--- src/rtl/tpp_frame_ctrl.sv ---
// -----------------------------------------------------------------------------
// tpp_frame_ctrl
//    Receive-side sequencer for the TPP decoder. Arms the decoder, waits for
//    the frame delimiter, packs 2-bit symbols (MSB first) into bytes, decodes
//    the command head and the length byte, counts payload bytes and reports
//    completion back to the decoder. Framing errors and inter-symbol gaps
//    longer than TIMEOUT cycles are latched for the command layer.
//
// Ports
//    dec_clk        decoder-domain clock, posedge
//    rst_n          asynchronous active-low reset
//    rx_arm         1-cycle request to start receiving a frame
//    delimiter_det  1-cycle pulse, delimiter found
//    sym_valid      1-cycle pulse, sym_data valid
//    sym_data[1:0]  TPP symbol, MSB-first within a byte
//    dec_done       decoder finished (level or pulse)
//    dec_en         decoder enable
//    cmd_head[7:0]  first byte of the frame
//    head_finish    head byte complete (held until IDLE)
//    cmd_end        frame complete (level while in DONE)
//    frame_byte     last assembled byte
//    byte_valid     1-cycle strobe, frame_byte updated
//    byte_idx[5:0]  index of frame_byte within the frame, saturates at 63
//    frame_err      error latched
//    err_code[1:0]  01 timeout, 10 length > MAX_LEN, 11 premature dec_done
// -----------------------------------------------------------------------------
module tpp_frame_ctrl #(
   parameter logic [7:0]  CODE_QUERYREP = 8'h01,
   parameter logic [7:0]  CODE_DISPERSE = 8'h02,
   parameter logic [7:0]  CODE_SHRINK   = 8'h03,
   parameter logic [7:0]  CODE_NAK      = 8'h04,
   parameter logic [7:0]  MAX_LEN       = 8'd16,
   parameter logic [15:0] TIMEOUT       = 16'd1200
) (
   input  logic       dec_clk,
   input  logic       rst_n,
   input  logic       rx_arm,
   input  logic       delimiter_det,
   input  logic       sym_valid,
   input  logic [1:0] sym_data,
   input  logic       dec_done,
   output logic       dec_en,
   output logic [7:0] cmd_head,
   output logic       head_finish,
   output logic       cmd_end,
   output logic [7:0] frame_byte,
   output logic       byte_valid,
   output logic [5:0] byte_idx,
   output logic       frame_err,
   output logic [1:0] err_code
);

   typedef enum logic [2:0] {
      S_IDLE, S_WAIT_DELIM, S_HEAD, S_LEN, S_PAYLOAD, S_DONE, S_ERR
   } state_t;

   state_t      state_reg, state_next;
   logic [7:0]  shift_reg;
   logic [1:0]  sym_cnt_reg;
   logic [7:0]  len_reg;
   logic [7:0]  pay_cnt_reg;
   logic [15:0] gap_cnt_reg;

   logic        active;
   logic        arm_clear;
   logic        resync;
   logic        err_set;
   logic [1:0]  err_code_next;
   logic        is_short;
   logic [7:0]  pay_cnt_inc;

   always_ff @(posedge dec_clk or negedge rst_n) begin
      if (!rst_n) state_reg <= S_IDLE;
      else        state_reg <= state_next;
   end

   // Byte decisions are taken in the strobe cycle (byte_valid high), so the
   // resulting DONE state -- and cmd_end -- appear one cycle after the strobe.
   always_comb begin
      state_next    = state_reg;
      arm_clear     = 1'b0;
      resync        = 1'b0;
      err_set       = 1'b0;
      err_code_next = err_code;
      dec_en        = 1'b0;
      cmd_end       = 1'b0;
      active        = (state_reg == S_HEAD) || (state_reg == S_LEN) ||
                      (state_reg == S_PAYLOAD);
      is_short      = (frame_byte == CODE_QUERYREP) || (frame_byte == CODE_DISPERSE) ||
                      (frame_byte == CODE_SHRINK)   || (frame_byte == CODE_NAK);
      pay_cnt_inc   = pay_cnt_reg + 8'd1;

      case (state_reg)
         S_IDLE: begin
            if (rx_arm) begin
               state_next = S_WAIT_DELIM;
               arm_clear  = 1'b1;
            end
         end
         S_WAIT_DELIM: begin
            dec_en = 1'b1;
            if (delimiter_det) begin
               state_next = S_HEAD;
               resync     = 1'b1;
            end
         end
         S_HEAD, S_LEN, S_PAYLOAD: begin
            dec_en = 1'b1;
            // Priority: resync, premature finish, timeout, byte decision.
            if (delimiter_det) begin
               state_next = S_HEAD;
               resync     = 1'b1;
            end else if (dec_done) begin
               err_set       = 1'b1;
               err_code_next = 2'b11;
            end else if (!sym_valid && (gap_cnt_reg == TIMEOUT - 16'd1)) begin
               err_set       = 1'b1;
               err_code_next = 2'b01;
            end else if (byte_valid) begin
               if (state_reg == S_HEAD) begin
                  state_next = is_short ? S_DONE : S_LEN;
               end else if (state_reg == S_LEN) begin
                  if (frame_byte > MAX_LEN) begin
                     err_set       = 1'b1;
                     err_code_next = 2'b10;
                  end else if (frame_byte == 8'd0) begin
                     state_next = S_DONE;
                  end else begin
                     state_next = S_PAYLOAD;
                  end
               end else if (pay_cnt_inc == len_reg) begin
                  state_next = S_DONE;
               end
            end
            if (err_set) state_next = S_ERR;
         end
         S_DONE: begin
            dec_en  = 1'b1;
            cmd_end = 1'b1;
            if (dec_done) state_next = S_IDLE;
         end
         S_ERR: begin
            if (rx_arm) begin
               state_next = S_WAIT_DELIM;
               arm_clear  = 1'b1;
            end
         end
         default: state_next = S_IDLE;
      endcase
   end

   always_ff @(posedge dec_clk or negedge rst_n) begin
      if (!rst_n) begin
         cmd_head    <= 8'h00;
         head_finish <= 1'b0;
         frame_byte  <= 8'h00;
         byte_valid  <= 1'b0;
         byte_idx    <= 6'd0;
         frame_err   <= 1'b0;
         err_code    <= 2'b00;
         shift_reg   <= 8'h00;
         sym_cnt_reg <= 2'd0;
         len_reg     <= 8'h00;
         pay_cnt_reg <= 8'h00;
         gap_cnt_reg <= 16'd0;
      end else begin
         byte_valid <= 1'b0;
         if (arm_clear) begin
            frame_err   <= 1'b0;
            err_code    <= 2'b00;
            head_finish <= 1'b0;
            byte_idx    <= 6'd0;
            shift_reg   <= 8'h00;
            sym_cnt_reg <= 2'd0;
            len_reg     <= 8'h00;
            pay_cnt_reg <= 8'h00;
            gap_cnt_reg <= 16'd0;
         end else if (resync) begin
            // Partial byte is dropped silently; no strobe is generated.
            shift_reg   <= 8'h00;
            sym_cnt_reg <= 2'd0;
            pay_cnt_reg <= 8'h00;
            byte_idx    <= 6'd0;
            head_finish <= 1'b0;
            gap_cnt_reg <= 16'd0;
         end else if (active) begin
            if (err_set) begin
               // An error freezes the datapath; only the flags move.
               frame_err <= 1'b1;
               err_code  <= err_code_next;
            end else begin
               gap_cnt_reg <= sym_valid ? 16'd0 : gap_cnt_reg + 16'd1;
               if (sym_valid) begin
                  shift_reg   <= {shift_reg[5:0], sym_data};
                  sym_cnt_reg <= sym_cnt_reg + 2'd1;
                  if (sym_cnt_reg == 2'd3) begin
                     frame_byte <= {shift_reg[5:0], sym_data};
                     byte_valid <= 1'b1;
                  end
               end
               if (byte_valid) begin
                  if (byte_idx != 6'd63) byte_idx <= byte_idx + 6'd1;
                  case (state_reg)
                     S_HEAD: begin
                        cmd_head    <= frame_byte;
                        head_finish <= 1'b1;
                     end
                     S_LEN:     len_reg     <= frame_byte;
                     S_PAYLOAD: pay_cnt_reg <= pay_cnt_inc;
                     default:   ;
                  endcase
               end
            end
         end else if ((state_reg == S_DONE) && dec_done) begin
            head_finish <= 1'b0;
         end
      end
   end

endmodule

--- config.mk ---
export PLATFORM = sky130hd
export DESIGN_NAME = tpp_frame_ctrl
export DESIGN_NICKNAME = d
export VERILOG_FILES = /design/src/rtl/tpp_frame_ctrl.sv
export SDC_FILE = /design/constraint.sdc
export NUM_CORES = 1
export LEC_CHECK = 0
export ABC_AREA = 1
export BUFFER_PORTS_ARGS = -buffer_cell sky130_fd_sc_hd__buf_2
export CORE_UTILIZATION = 40
export CTS_CLUSTER_SIZE = 16
export DETAILED_ROUTE_END_ITERATION = 6
export GPL_ROUTABILITY_DRIVEN = 0
export PLACE_DENSITY = 0.58
export SKIP_CTS_REPAIR_TIMING = 1
export SYNTH_ARGS = -nofsm -noshare
export SYNTH_HDL_FRONTEND = slang
export SYNTH_SLANG_ARGS = --single-unit
export TNS_END_PERCENT = 1
--- constraint.sdc ---
create_clock -name dec_clk -period 3.62 [get_ports dec_clk]
set_clock_uncertainty 0.05 [all_clocks]
set_input_delay 0.362 -clock dec_clk [delete_from_list [all_inputs] [get_ports dec_clk]]
set_output_delay 0.362 -clock dec_clk [all_outputs]
set_load 0.01 [all_outputs]
; After elaboration in Yosys (flattened, before gate mapping)
; Index checks and enable logic that the tools add are counted.
; Widths: inputs -> output; s select.
[totals]
regBits = 70
input_bits = 8
out_inout_bits = 29
elab_cells = 182
[classes]
n_addsub = 4
n_lt_le_gt_ge = 1
n_eq_ne = 30
mux = 92
n_bitwise = 3
reduce_logical = 39
[ops]
columns = operator, n
row1 = $mux 8, 12
row2 = $mux 16, 5
row3 = $mux 6, 11
row4 = $mux 3, 13
row5 = $mux 2, 17
row6 = $mux 1, 33
row7 = $ne 4x4->1 const B, 5
row8 = $ne 6x6->1 const B, 3
row9 = $add 16x1->16 const B, 1
row10 = $eq 16x11->1 const B, 1
row11 = $eq 8x2->1 const B, 2
row12 = $reduce_bool 4->1, 4
row13 = $reduce_bool 3->1, 5
row14 = $pmux 3 s4, 1
row15 = $reduce_and 4->1, 3
row16 = $reduce_and 6->1, 2
row17 = $reduce_bool 2->1, 5
row18 = $eq 3x3->1 const B, 3
row19 = $reduce_and 9->1, 1
row20 = $add 8x1->8 const B, 1
row21 = $eq 8x1->1 const B, 1
row22 = $eq 8x3->1 const B, 1
row23 = $eq 8x8->1, 1
row24 = $gt 8x5->1 const B, 1
row25 = 24 further kinds, 37

; Longest topological paths before layout
; Gate-level depths: netlist of run 1.
[depth]
word_depth = 14
depth_mapped = 15
mapped_depth_nobuf = 14

; Worst setup path before layout of run 1
; No wires, ideal clock.
[synth_timing]
kind = flip-flop to flip-flop
from = reg gap_cnt_reg[0]
to = reg cmd_head[5]
setup_time_ns = 0.119
t_arrival_ns = 1.780
required_time_ns = 3.451
path_slack_ns = 1.671
stages_incl_launch_ff = 14
n_path_buf = 2
period_less_slack_ns = 1.949
path_cell_list = dfrtp_1 -> ha_1 -> nand3_1 -> nor2_1 -> nand3_1 -> nand3_2 -> nand2_1 -> inv_2 -> nand2_1 -> buf_6 -> nand4_4 -> buf_6 -> nand2_1 -> o21ai_2
[synth_via]
elab_chain_cells = 9
[synth_lines]
columns = item, line
row1 = start: declaration, 62  ; logic [15:0] gap_cnt_reg;
row2 = start signal: assignment, 192  ; gap_cnt_reg <= sym_valid ? 16'd0 : gap_cnt_reg + 16'd1;
row3 = $eq 16x11->1, 116  ; end else if (!sym_valid && (gap_cnt_reg == TIMEOUT - 16'd1)) begin
row4 = $logic_and 1x1->1, 116
row5 = $mux 1, 116
row6 = $mux 1, 113  ; end else if (dec_done) begin
row7 = $mux 1, 110  ; if (delimiter_det) begin
row8 = $mux 1 (2 in a row), 93  ; case (state_reg)
row9 = $not 1->1 (no line), n/a
row10 = $reduce_and 6->1 (no line), n/a
row11 = end signal: assignment, 205  ; cmd_head <= frame_byte;
row12 = end: declaration, 43  ; output logic [7:0] cmd_head,
; Every way passes these cells. The select of a mux whose other input is x is not followed.
; A chain may end at the register's enable or synchronous reset.

; Worst setup path in the final report of run 1
[layout_timing]
from = reg gap_cnt_reg[0]
to = reg gap_cnt_reg[10]
[layout_via]
elab_chain_cells = 9
word_cells_on_any_way = 15
classes_between = add/sub: 1 / eq/ne: 2 / mux: 10 / reduce/logical: 2
[layout_lines]
columns = item
row1 = "parallel branches: the longest is 9 deep, another holds $add 16x1->16"
; Parallel ways; which one is timed is not known. The select of a mux whose other input is x is not followed.

==> flow_metrics.env, run 1 <==
export IMPL_status="complete, but fails checks"
export IMPL_violations="hold timing"
export IMPL_synth_edf_count=0
export IMPL_synth_seq_area_share_pct=42.21
export IMPL_cpMaxStageDelayCell="dfrtp_1"
export IMPL_cts_buffers=9
export IMPL_grt_pass1_wl_mm=17.25
export IMPL_cp_num_buf_inv=2
export IMPL_hp_class="in -> async"
export IMPL_critPathMostFrequentCell="nand3_1"
export IMPL_power_uw=3425
export IMPL_cap_viol_max_count=0
export IMPL_grt_overflow_total=0
export IMPL_grt_pass1_vias=3567
export IMPL_start_util_pct=41.88
export IMPL_via_per_inst=5.145
export IMPL_pin_count=37
export IMPL_ys_flop_type="dfrtp_1"
export IMPL_ant_nets=0
export IMPL_r2r_end="gap_cnt_reg[10]"
export IMPL_synth_avg_cell_area_sq_um=7.629
export IMPL_wl_mm=9.974
export IMPL_critPathRequiredTime_ns=3.85
export IMPL_first_pass_iters=5
export IMPL_yosys_mux_area_fraction_pct=0
export IMPL_hold_slack_ns=-0.04289
export IMPL_place_hpwl_mm=7.483
export IMPL_max_freq_mhz=372.3
export IMPL_drive_gt1_share_pct=18.09
export IMPL_synthSimpleGateAreaFrac_pct=36.54
export IMPL_fp_dieW_microns=103.9
export IMPL_synth_top_family_by_area="simple AND/OR/NAND/NOR gates"
export IMPL_port_buffers=36
export IMPL_synth_area_sq_mm=0.004150
export IMPL_p_per_area_mw_per_mm2=735.4
export IMPL_setup_viol_count_final=0
export IMPL_cp_arrival_ns=2.92
export IMPL_cpPeakStageDelay_ns=0.41
export IMPL_synth_compound_area_share_pct=9.888
export IMPL_synthTopCellsByCount="150 x nand2_1, 70 x dfrtp_1, 70 x nand3_1, 48 x inv_1, 43 x nor2_1"
export IMPL_reg2reg_depth=12
export IMPL_cts_htree_levels=3
export IMPL_clk_latency_ns=0.35
export IMPL_slew_viol_final=0
export IMPL_largest_reg_flops=16
export IMPL_area_growth_pct=12.21
export IMPL_postSynth_asyncResetShare_pct=100.0
export IMPL_rsz0062_at_grt="no"
export IMPL_ys_ff_latch=70
export IMPL_drc=0
export IMPL_dieArea_sq_mm=0.01079
export IMPL_antenna_found_initial=0
export IMPL_cts_tree="done"
export IMPL_drtIter0Drc=110
export IMPL_finalSetupTns_ns=0
export IMPL_synth_top_cell_area_share_pct=42.21
export IMPL_ys_warn_count=0
export IMPL_cts_root_buffer="clkbuf_8"
export IMPL_yosysMostFrequentCell="nand2_1"
export IMPL_diodes=0
export IMPL_core_sq_mm=0.009910
export IMPL_cts_buffer_depth=2
export IMPL_synthAdderAreaFrac_pct=1.507
export IMPL_synthXorXnorAreaFrac_pct=2.110
export IMPL_synth_fp_nets=557
export IMPL_crit_family="simple AND/OR/NAND/NOR gates"
export IMPL_timing_rr_start="gap_cnt_reg[0]"
export IMPL_synth_top_area_cell="dfrtp_1"
export IMPL_grt_max_degree=27
export IMPL_tightest_slew_ns=0.5998
export IMPL_rows=36
export IMPL_num_vias=3699
export IMPL_fin_crit_sh_pct=74.21
export IMPL_synth_distinct_cells=37
export IMPL_leakagePower_uw=0.002170
export IMPL_finalHoldViolCount=24
export IMPL_syn_inst=544
export IMPL_end_kind="register"
export IMPL_die_height_microns=103.9
export IMPL_rrSetupSlack_ns=0.93
export IMPL_wl_per_cell_microns=13.87
export IMPL_startpoint_type="register"
export IMPL_slew_headroom_pct=60.02
export IMPL_crit_path_cell_trace="ha_1 -> nand3_1 -> nor2_1 -> nand3_1 -> nand3_2 -> nand2_1 -> inv_2 -> nand2_1 -> nand2_2 -> inv_2 -> nand3_1 -> o21ai_1"
export IMPL_min_period_ns=2.686
export IMPL_clkTransAtPathRegs_ns=0.08
export IMPL_finalNetCount=594
export IMPL_crit_type="reg -> reg"
export IMPL_cts_sinks=70
export IMPL_track_usage_pct=19.84
export IMPL_synth_area_top_cells="dfrtp_1 42%, nand2_1 14%, nand3_1 8.4%"
export IMPL_worstPathMaxFanout=23
export IMPL_peakVddDrop_mv=0.3854
[metrics by stage]
stage	utilization [%]	hold WS [ns]	area, sq um	setup WS [ns]	cells
after floorplan	-	0.01641	4150	1.671	544
after global placement	44.75	0.3578	4434	1.061	703
after detailed placement	44.75	0.3587	4434	0.9376	703
after CTS	46.99	-0.02794	4657	0.9135	719
after global routing	46.99	0.01657	4657	0.6525	719
final	46.99	-0.04289	4657	0.9337	719
[area by class of cell]
class | instances | area [sq um]
clock buffer | 10 | 137.6
multi-input combinational | 402 | 2077
timing repair buffer | 39 | 202.7
sequential | 70 | 1752
inverter | 59 | 236.5
clock inverter | 6 | 85.08
fill | 1038 | 5253
tap | 133 | 166.4
[layer usage]
metal | track usage [%] | share of wire (%)
met1 | 25.74 | 47
met2 | 32.67 | 48
met3 | 3.008 | 3.3
met4 | 8.980 | 2.0
met5 | 0 | 0
[layout by cell type, fill, tap and decap left out, drive strengths merged, types with 3 or more instances in the layout]
master / n
a21oi: 10
o21ai: 50
clkbuf: 10
inv: 57
dfrtp: 70
nand3b: 3
nand3: 72
nor2: 53
nand4: 11
clkinv: 4
ha: 5
nor3: 25
xor2: 8
buf: 39
nand2: 157
[power breakdown]
part           leakage [uW]  internal (uW)  switching [uW]
clock network      0.000108            404             308
logic               0.00115            496            1050
registers          0.000912            981             184
total               0.00217           1880            1540
[cells by family (layout without fill, tap and decap cells)]
family	count (synthesis)	after routing
flip-flops	70	70
buffers and inverters	72	114
XOR/XNOR	10	10
AO/OA/AOI/OAI	65	65
AND/OR/NAND/NOR	322	322
adder cells (fa/ha/maj)	5	5
[worst reg2reg max path: stages, from the launching register on]
cell     delay [ns]
dfrtp_1        0.41
ha_1           0.25
nand3_1        0.17
nor2_1         0.07
nand3_1        0.15
nand3_2        0.12
nand2_1        0.10
inv_2          0.03
nand2_1        0.34
nand2_2        0.29
inv_2          0.38
nand3_1        0.15
o21ai_1        0.10
[how the worst max path moves through the flow]
| stage | start | end | slack, ns | cells after the start |
|---|---|---|---|---|
| 3_3_place_gp | gap_cnt_reg[0] | gap_cnt_reg[7] | 1.06 | 12 |
| 4_1_cts | gap_cnt_reg[0] | gap_cnt_reg[7] | 0.91 | 12 |
| 6_report | gap_cnt_reg[0] | gap_cnt_reg[10] | 0.93 | 12 |
| 2_1_floorplan | gap_cnt_reg[0] | cmd_head[5] | 1.67 | 13 |
| 3_5_place_dp | gap_cnt_reg[0] | gap_cnt_reg[7] | 0.94 | 12 |
| 5_1_grt | gap_cnt_reg[0] | gap_cnt_reg[7] | 0.65 | 12 |
(Power assumes the default switching activity.)
==> inputs of run 2 (changes only) <==
--- a/config.mk
+++ b/config.mk
@@ -5,13 +5,13 @@
 export SDC_FILE = /design/constraint.sdc
 export NUM_CORES = 1
 export LEC_CHECK = 0
-export ABC_AREA = 1
+export ABC_AREA = 0
 export BUFFER_PORTS_ARGS = -buffer_cell sky130_fd_sc_hd__buf_2
 export CORE_UTILIZATION = 40
 export CTS_CLUSTER_SIZE = 16
 export DETAILED_ROUTE_END_ITERATION = 6
 export GPL_ROUTABILITY_DRIVEN = 0
-export PLACE_DENSITY = 0.58
+export PLACE_DENSITY = 0.61
 export SKIP_CTS_REPAIR_TIMING = 1
 export SYNTH_ARGS = -nofsm -noshare
 export SYNTH_HDL_FRONTEND = slang
==> constraint.sdc (replaced) <==
create_clock -name dec_clk -period 2.22 [get_ports dec_clk]
set_clock_uncertainty 0.05 [all_clocks]
set_input_delay 0.222 -clock dec_clk [delete_from_list [all_inputs] [get_ports dec_clk]]
set_output_delay 0.222 -clock dec_clk [all_outputs]
set_load 0.01 [all_outputs]
==> flow_metrics.env, run 2 <==
export IMPL_area_growth_pct=36.05
export IMPL_diodes=0
export IMPL_cts_root_buffer="clkbuf_8"
export IMPL_ys_ff_latch=70
export IMPL_synth_avg_cell_area_sq_um=9.942
export IMPL_worstPathMaxFanout=5
export IMPL_track_usage_pct=20.16
export IMPL_synth_area_top_cells="dfrtp_1 45%, nand2_1 3.6%, mux2_2 3.5%"
export IMPL_dieArea_sq_mm=0.01012
export IMPL_synth_edf_count=0
export IMPL_finalHoldViolCount=0
export IMPL_synth_seq_area_share_pct=45.06
export IMPL_cts_buffers=9
export IMPL_num_vias=3484
export IMPL_place_area_sq_mm=0.004785
export IMPL_die_height_microns=100.6
export IMPL_cpMaxStageDelayCell="or4_1"
export IMPL_synthXorXnorAreaFrac_pct=5.632
export IMPL_via_per_inst=5.435
export IMPL_timing_final_ws_setup_ns=-0.2320
export IMPL_synth_distinct_cells=69
export IMPL_rows=35
export IMPL_port_buffers=36
export IMPL_rsz0062_at_grt="yes"
export IMPL_fp_dieW_microns=100.6
export IMPL_yosys_mux_area_fraction_pct=6.566
export IMPL_drive_gt1_share_pct=41.60
export IMPL_grt_pass1_vias=3248
export IMPL_synthAdderAreaFrac_pct=1.609
export IMPL_cts_sinks=70
export IMPL_slew_headroom_pct=59.51
export IMPL_design_area_sq_mm=0.005289
export IMPL_finalNetCount=520
export IMPL_start_util_pct=41.68
export IMPL_synth_compound_area_share_pct=14.61
export IMPL_grt_overflow_total=0
export IMPL_cts_buffer_depth=2
export IMPL_largest_reg_flops=16
export IMPL_clockPowerShare_pct=20.4
export IMPL_leakagePower_uw=0.002391
export IMPL_clkTransAtPathRegs_ns=0.08
export IMPL_min_period_ns=2.452
export IMPL_ys_flop_type="dfrtp_1"
export IMPL_cts_htree_levels=3
export IMPL_place_hpwl_mm=7.025
export IMPL_final_cell_mix="75 x buf_4, 69 x dfrtp_1, 36 x nand2_1, 36 x buf_2, 23 x nor2_1"
export IMPL_final_common_cell="buf_4"
export IMPL_critPathMostFrequentCell="buf_6"
export IMPL_synthTopCellsByCount="70 x dfrtp_1, 37 x nand2_1, 25 x nor2_1, 23 x o21ai_0, 21 x nand3_1"
export IMPL_end_kind="register"
export IMPL_startpoint_type="register"
export IMPL_pin_count=37
export IMPL_violations="setup timing"
export IMPL_setup_viol_count_final=37
export IMPL_tightest_slew_ns=0.6064
export IMPL_wl_per_cell_microns=15.95
export IMPL_synth_top_cell_area_share_pct=45.06
export IMPL_synth_fp_nets=404
export IMPL_ant_nets=0
export IMPL_max_freq_mhz=407.8
export IMPL_cap_viol_max_count=0
export IMPL_synth_top_family_by_area="simple AND/OR/NAND/NOR gates"
export IMPL_clk_latency_ns=0.35
export IMPL_internal_power_uw=2780
export IMPL_cts_tree="done"
export IMPL_power_uw=4663
export IMPL_wl_mm=10.22
export IMPL_synth_top_area_cell="dfrtp_1"
export IMPL_syn_inst=391
export IMPL_grt_max_degree=71
export IMPL_crit_path_cell_trace="buf_6 -> buf_6 -> nor3b_4 -> nor2_2 -> nor4_4 -> buf_4 -> o2111ai_4 -> or4_1 -> a21oi_1"
export IMPL_power_share_combinational_pct=46.3
export IMPL_switching_share_pct=40.38
export IMPL_antenna_found_initial=0
export IMPL_peakVddDrop_mv=0.5780
export IMPL_grt_pass1_wl_mm=15.81
export IMPL_status="complete, but fails checks"
export IMPL_synthSimpleGateAreaFrac_pct=22.79
export IMPL_p_per_area_mw_per_mm2=881.7
export IMPL_cp_arrival_ns=2.67
export IMPL_fin_crit_sh_pct=110.4
export IMPL_synth_area_sq_mm=0.003887
export IMPL_crit_type="reg -> reg"
export IMPL_finalSetupTns_ns=-3.877
export IMPL_ys_warn_count=0
export IMPL_slew_viol_final=0
export IMPL_first_pass_iters=4
export IMPL_critPathRequiredTime_ns=2.44
export IMPL_drtIter0Drc=205
export IMPL_postSynth_asyncResetShare_pct=100.0
export IMPL_core_sq_mm=0.009328
export IMPL_drc=0
export IMPL_hp_class="in -> reg"
export IMPL_yosysMostFrequentCell="dfrtp_1"
export IMPL_p_sw_uw=1883
export IMPL_power_frac_seq_pct=33.2
export IMPL_dp_slack_ns=-0.2313
export IMPL_cpPeakStageDelay_ns=0.51
-- run 2: changes by cell type in the layout (fill, tap and decap cells not counted), sizes merged, moves of 20 or more --
cell / change
nand3: -50
buf: +83
nand2: -120
inv: -39
o21ai: -27
mux2: +20
nor2: -27
-- run 2: power groups by stage --
stage                     sequential [uW]  combinational [uW]  clock, uW
after floorplan                      1570                 979          0
after global placement               1550                1850          0
after detailed placement             1560                1870          0
after CTS                            1530                1870        980
after global routing                 1570                2340       1040
final                                1550                2160        952
-- run 2: final timing paths --
path                         startpoint              to  slack, ns  cells past startpoint
max in group asynchronous         rst_n    state_reg[2]       1.41                      3
min in group asynchronous         rst_n     byte_idx[0]       0.39                      3
setup reg to reg           state_reg[1]  gap_cnt_reg[9]      -0.23                      9
setup / recovery           state_reg[1]  gap_cnt_reg[9]      -0.23                      9
hold reg to reg             cmd_head[5]     cmd_head[5]       0.47                      1
hold / removal              sym_data[0]    shift_reg[0]       0.07                      3
-- run 2: routing by layer --
| layer | GRT usage, % | up-vias | share of wire [%] |
|---|---|---|---|
| met5 | 0 | - | 0 |
| met4 | 7.023 | 0 | 1.1 |
| met3 | 3.953 | 10 | 3.8 |
| met2 | 32.82 | 83 | 49 |
| met1 | 26.85 | 1733 | 46 |
| li1 | - | 1658 | - |
-- run 2: cells by family after synthesis --
| kind of cell | count (synthesis) |
|---|---|
| flip-flops | 70 |
| XOR/XNOR | 25 |
| multiplexers | 20 |
| AND/OR/NAND/NOR | 156 |
| adder cells (fa/ha/maj) | 5 |
| AO/OA/AOI/OAI | 81 |
| buffers and inverters | 34 |
-- run 2: final cells by class --
cell class	instances	area [sq um]
inverter	15	56.30
clock inverter	7	55.05
timing repair buffer	123	894.6
sequential	70	1753
multi-input combinational	288	2245
tap	129	161.4
fill	816	4039
clock buffer	9	123.9
-- run 2: worst max-delay path: cells and delay by family, from the launching register on --
family	cells	cell delay [ns]
DFF	1	0.44
buffers and inverters	3	0.47
and+or+nand+nor	4	1.07
AOI/OAI and AO/OA	2	0.34
-- run 2: through the flow --
stage / std cells / hold slack [ns] / util (%)
3_3_place_gp: 618 / 0.2307 / 51.29
4_1_cts: 634 / -0.1489 / 53.21
3_5_place_dp: 618 / 0.2336 / 51.29
2_1_floorplan: 391 / -0.1236 / -
5_1_grt: 641 / 0.06230 / 56.70
6_report: 641 / 0.07131 / 56.70
==> inputs of run 3 (changes only) <==
--- a/config.mk
+++ b/config.mk
@@ -7,11 +7,11 @@
 export LEC_CHECK = 0
 export ABC_AREA = 0
 export BUFFER_PORTS_ARGS = -buffer_cell sky130_fd_sc_hd__buf_2
-export CORE_UTILIZATION = 40
+export CORE_UTILIZATION = 52
 export CTS_CLUSTER_SIZE = 16
 export DETAILED_ROUTE_END_ITERATION = 6
 export GPL_ROUTABILITY_DRIVEN = 0
-export PLACE_DENSITY = 0.61
+export PLACE_DENSITY = 0.75
 export SKIP_CTS_REPAIR_TIMING = 1
 export SYNTH_ARGS = -nofsm -noshare
 export SYNTH_HDL_FRONTEND = slang
==> flow_metrics.env, run 3 (same netlist as run 2, synthesis figures left out) <==
export IMPL_status="complete, but fails checks"
export IMPL_violations="setup timing"
export IMPL_p_per_area_mw_per_mm2=881.8
export IMPL_critPathRequiredTime_ns=2.40
export IMPL_cts_root_buffer="clkbuf_8"
export IMPL_ant_nets=0
export IMPL_hold_end="frame_byte[1]"
export IMPL_via_per_inst=5.722
export IMPL_core_sq_mm=0.007253
export IMPL_crit_type="reg -> reg"
export IMPL_cp_arrival_ns=2.56
export IMPL_cts_buffers=9
export IMPL_start_util_pct=53.60
export IMPL_pin_count=37
export IMPL_num_vias=3496
export IMPL_drtIter0Drc=144
export IMPL_peakVddDrop_mv=0.5438
export IMPL_diodes=0
export IMPL_cts_sinks=70
export IMPL_slew_headroom_pct=70.49
export IMPL_place_hpwl_mm=6.905
export IMPL_end_kind="register"
export IMPL_whs_path_depth=2
export IMPL_place_area_sq_mm=0.004747
export IMPL_cts_htree_levels=3
export IMPL_min_from="sym_data[1]"
export IMPL_die_height_microns=88.47
export IMPL_largest_reg_flops=16
export IMPL_grt_pass1_vias=3356
export IMPL_design_area_sq_mm=0.005236
export IMPL_rows=31
export IMPL_max_freq_mhz=419.4
export IMPL_grt_overflow_total=0
export IMPL_final_common_cell="buf_4"
export IMPL_wl_mm=10.07
export IMPL_slew_viol_final=0
export IMPL_drive_gt1_share_pct=39.65
export IMPL_cpPeakStageDelay_ns=0.43
export IMPL_tightest_slew_ns=0.4414
export IMPL_finalNetCount=521
export IMPL_fp_dieW_microns=88.47
export IMPL_cts_buffer_depth=2
export IMPL_port_buffers=36
export IMPL_crit_path_cell_trace="o41ai_4 -> a21oi_4 -> o31a_4 -> nor2_2 -> and4b_2 -> buf_6 -> mux2_4"
export IMPL_first_pass_iters=4
export IMPL_final_core_util_pct=72.19
export IMPL_startpoint_type="register"
export IMPL_grt_pass1_wl_mm=15.96
export IMPL_drc=0
export IMPL_cpMaxStageDelayCell="o41ai_4"
export IMPL_leakagePower_uw=0.002445
export IMPL_dieArea_sq_mm=0.007826
export IMPL_r2r_end="cmd_head[4]"
export IMPL_rrSetupSlack_ns=-0.16
export IMPL_setup_viol_count_final=42
export IMPL_grt_max_degree=71
export IMPL_hp_class="in -> reg"
export IMPL_wl_per_cell_microns=16.48
export IMPL_rsz0062_at_grt="yes"
export IMPL_area_growth_pct=34.70
export IMPL_timing_rr_start="frame_byte[0]"
export IMPL_cts_tree="done"
export IMPL_clkTransAtPathRegs_ns=0.08
export IMPL_finalHoldViolCount=0
export IMPL_power_uw=4617
export IMPL_final_cell_mix="79 x buf_4, 67 x dfrtp_1, 36 x nand2_1, 36 x buf_2, 25 x nor2_1"
export IMPL_clk_latency_ns=0.35
export IMPL_track_usage_pct=27.03
export IMPL_cap_viol_max_count=0
export IMPL_fin_crit_sh_pct=107.4
export IMPL_antenna_found_initial=0
export IMPL_reg2reg_depth=7
export IMPL_timing_final_ws_setup_ns=-0.1643
export IMPL_min_period_ns=2.384
export IMPL_worstPathMaxFanout=5
[run 3: cell count changes in the layout (fill, tap and decap cells not counted), moves of 2 or more]
cell and change:
nand3_1 +9, nand3_2 -9, mux2_2 -7, mux2_4 +7, o21ai_0 +6, buf_4 +4
buf_6 -4, o21ai_2 -4, inv_6 -3, dfrtp_1 -2, dfrtp_2 +2, nor2_1 +2
o21ai_1 -2
[run 3: cell type report]
class	count	area [sq um]
tap	99	123.9
inverter	15	56.30
clock buffer	9	123.9
multi-input combinational	287	2197
timing repair buffer	125	915.9
sequential	70	1755
fill	519	2017
clock inverter	6	63.81
[run 3: per-layer routing]
metal	vias to the layer above	global-route usage, %	share of wire [%]
met5	-	0	0
met3	18	4.757	3.8
met2	78	44.55	50
met4	0	10.70	1.7
met1	1744	35.54	44
li1	1656	-	-
[run 3: critical path, delay by kind of cell, from the launching register on]
kind	cells	cell delay, ns
muxes	1	0.30
and+or+nand+nor	2	0.42
buffers and inverters	1	0.15
DFF	1	0.41
AOI/OAI and AO/OA	3	0.93
[run 3: power by group]
group          total (uW)  switching, uW  internal, uW
Combinational        2040           1100           940
Sequential           1570            150          1420
Clock                1010            495           510
[run 3: worst max path at each step]
stage	to	slack [ns]	startpoint	cells past startpoint
2_1_floorplan	cmd_head[0]	-0.25	gap_cnt_reg[4]	7
3_3_place_gp	cmd_head[2]	-0.17	gap_cnt_reg[9]	7
3_5_place_dp	frame_byte[1]	-0.21	gap_cnt_reg[9]	8
4_1_cts	byte_idx[4]	-0.30	frame_byte[3]	7
5_1_grt	gap_cnt_reg[12]	-0.25	frame_byte[0]	7
6_report	cmd_head[4]	-0.16	frame_byte[0]	7
[run 3: through the flow]
stage / instances / setup WS (ns) / setup TNS [ns] / hold WS, ns
6_report: 611 / -0.1643 / -3.984 / 0.07264
5_1_grt: 611 / -0.2516 / -7.593 / 0.08065
4_1_cts: 604 / -0.2989 / -11.49 / -0.1430
2_1_floorplan: 391 / -0.2509 / -5.811 / -0.1236
3_5_place_dp: 589 / -0.2111 / -7.017 / 0.2281
3_3_place_gp: 589 / -0.1660 / -4.686 / 0.2266
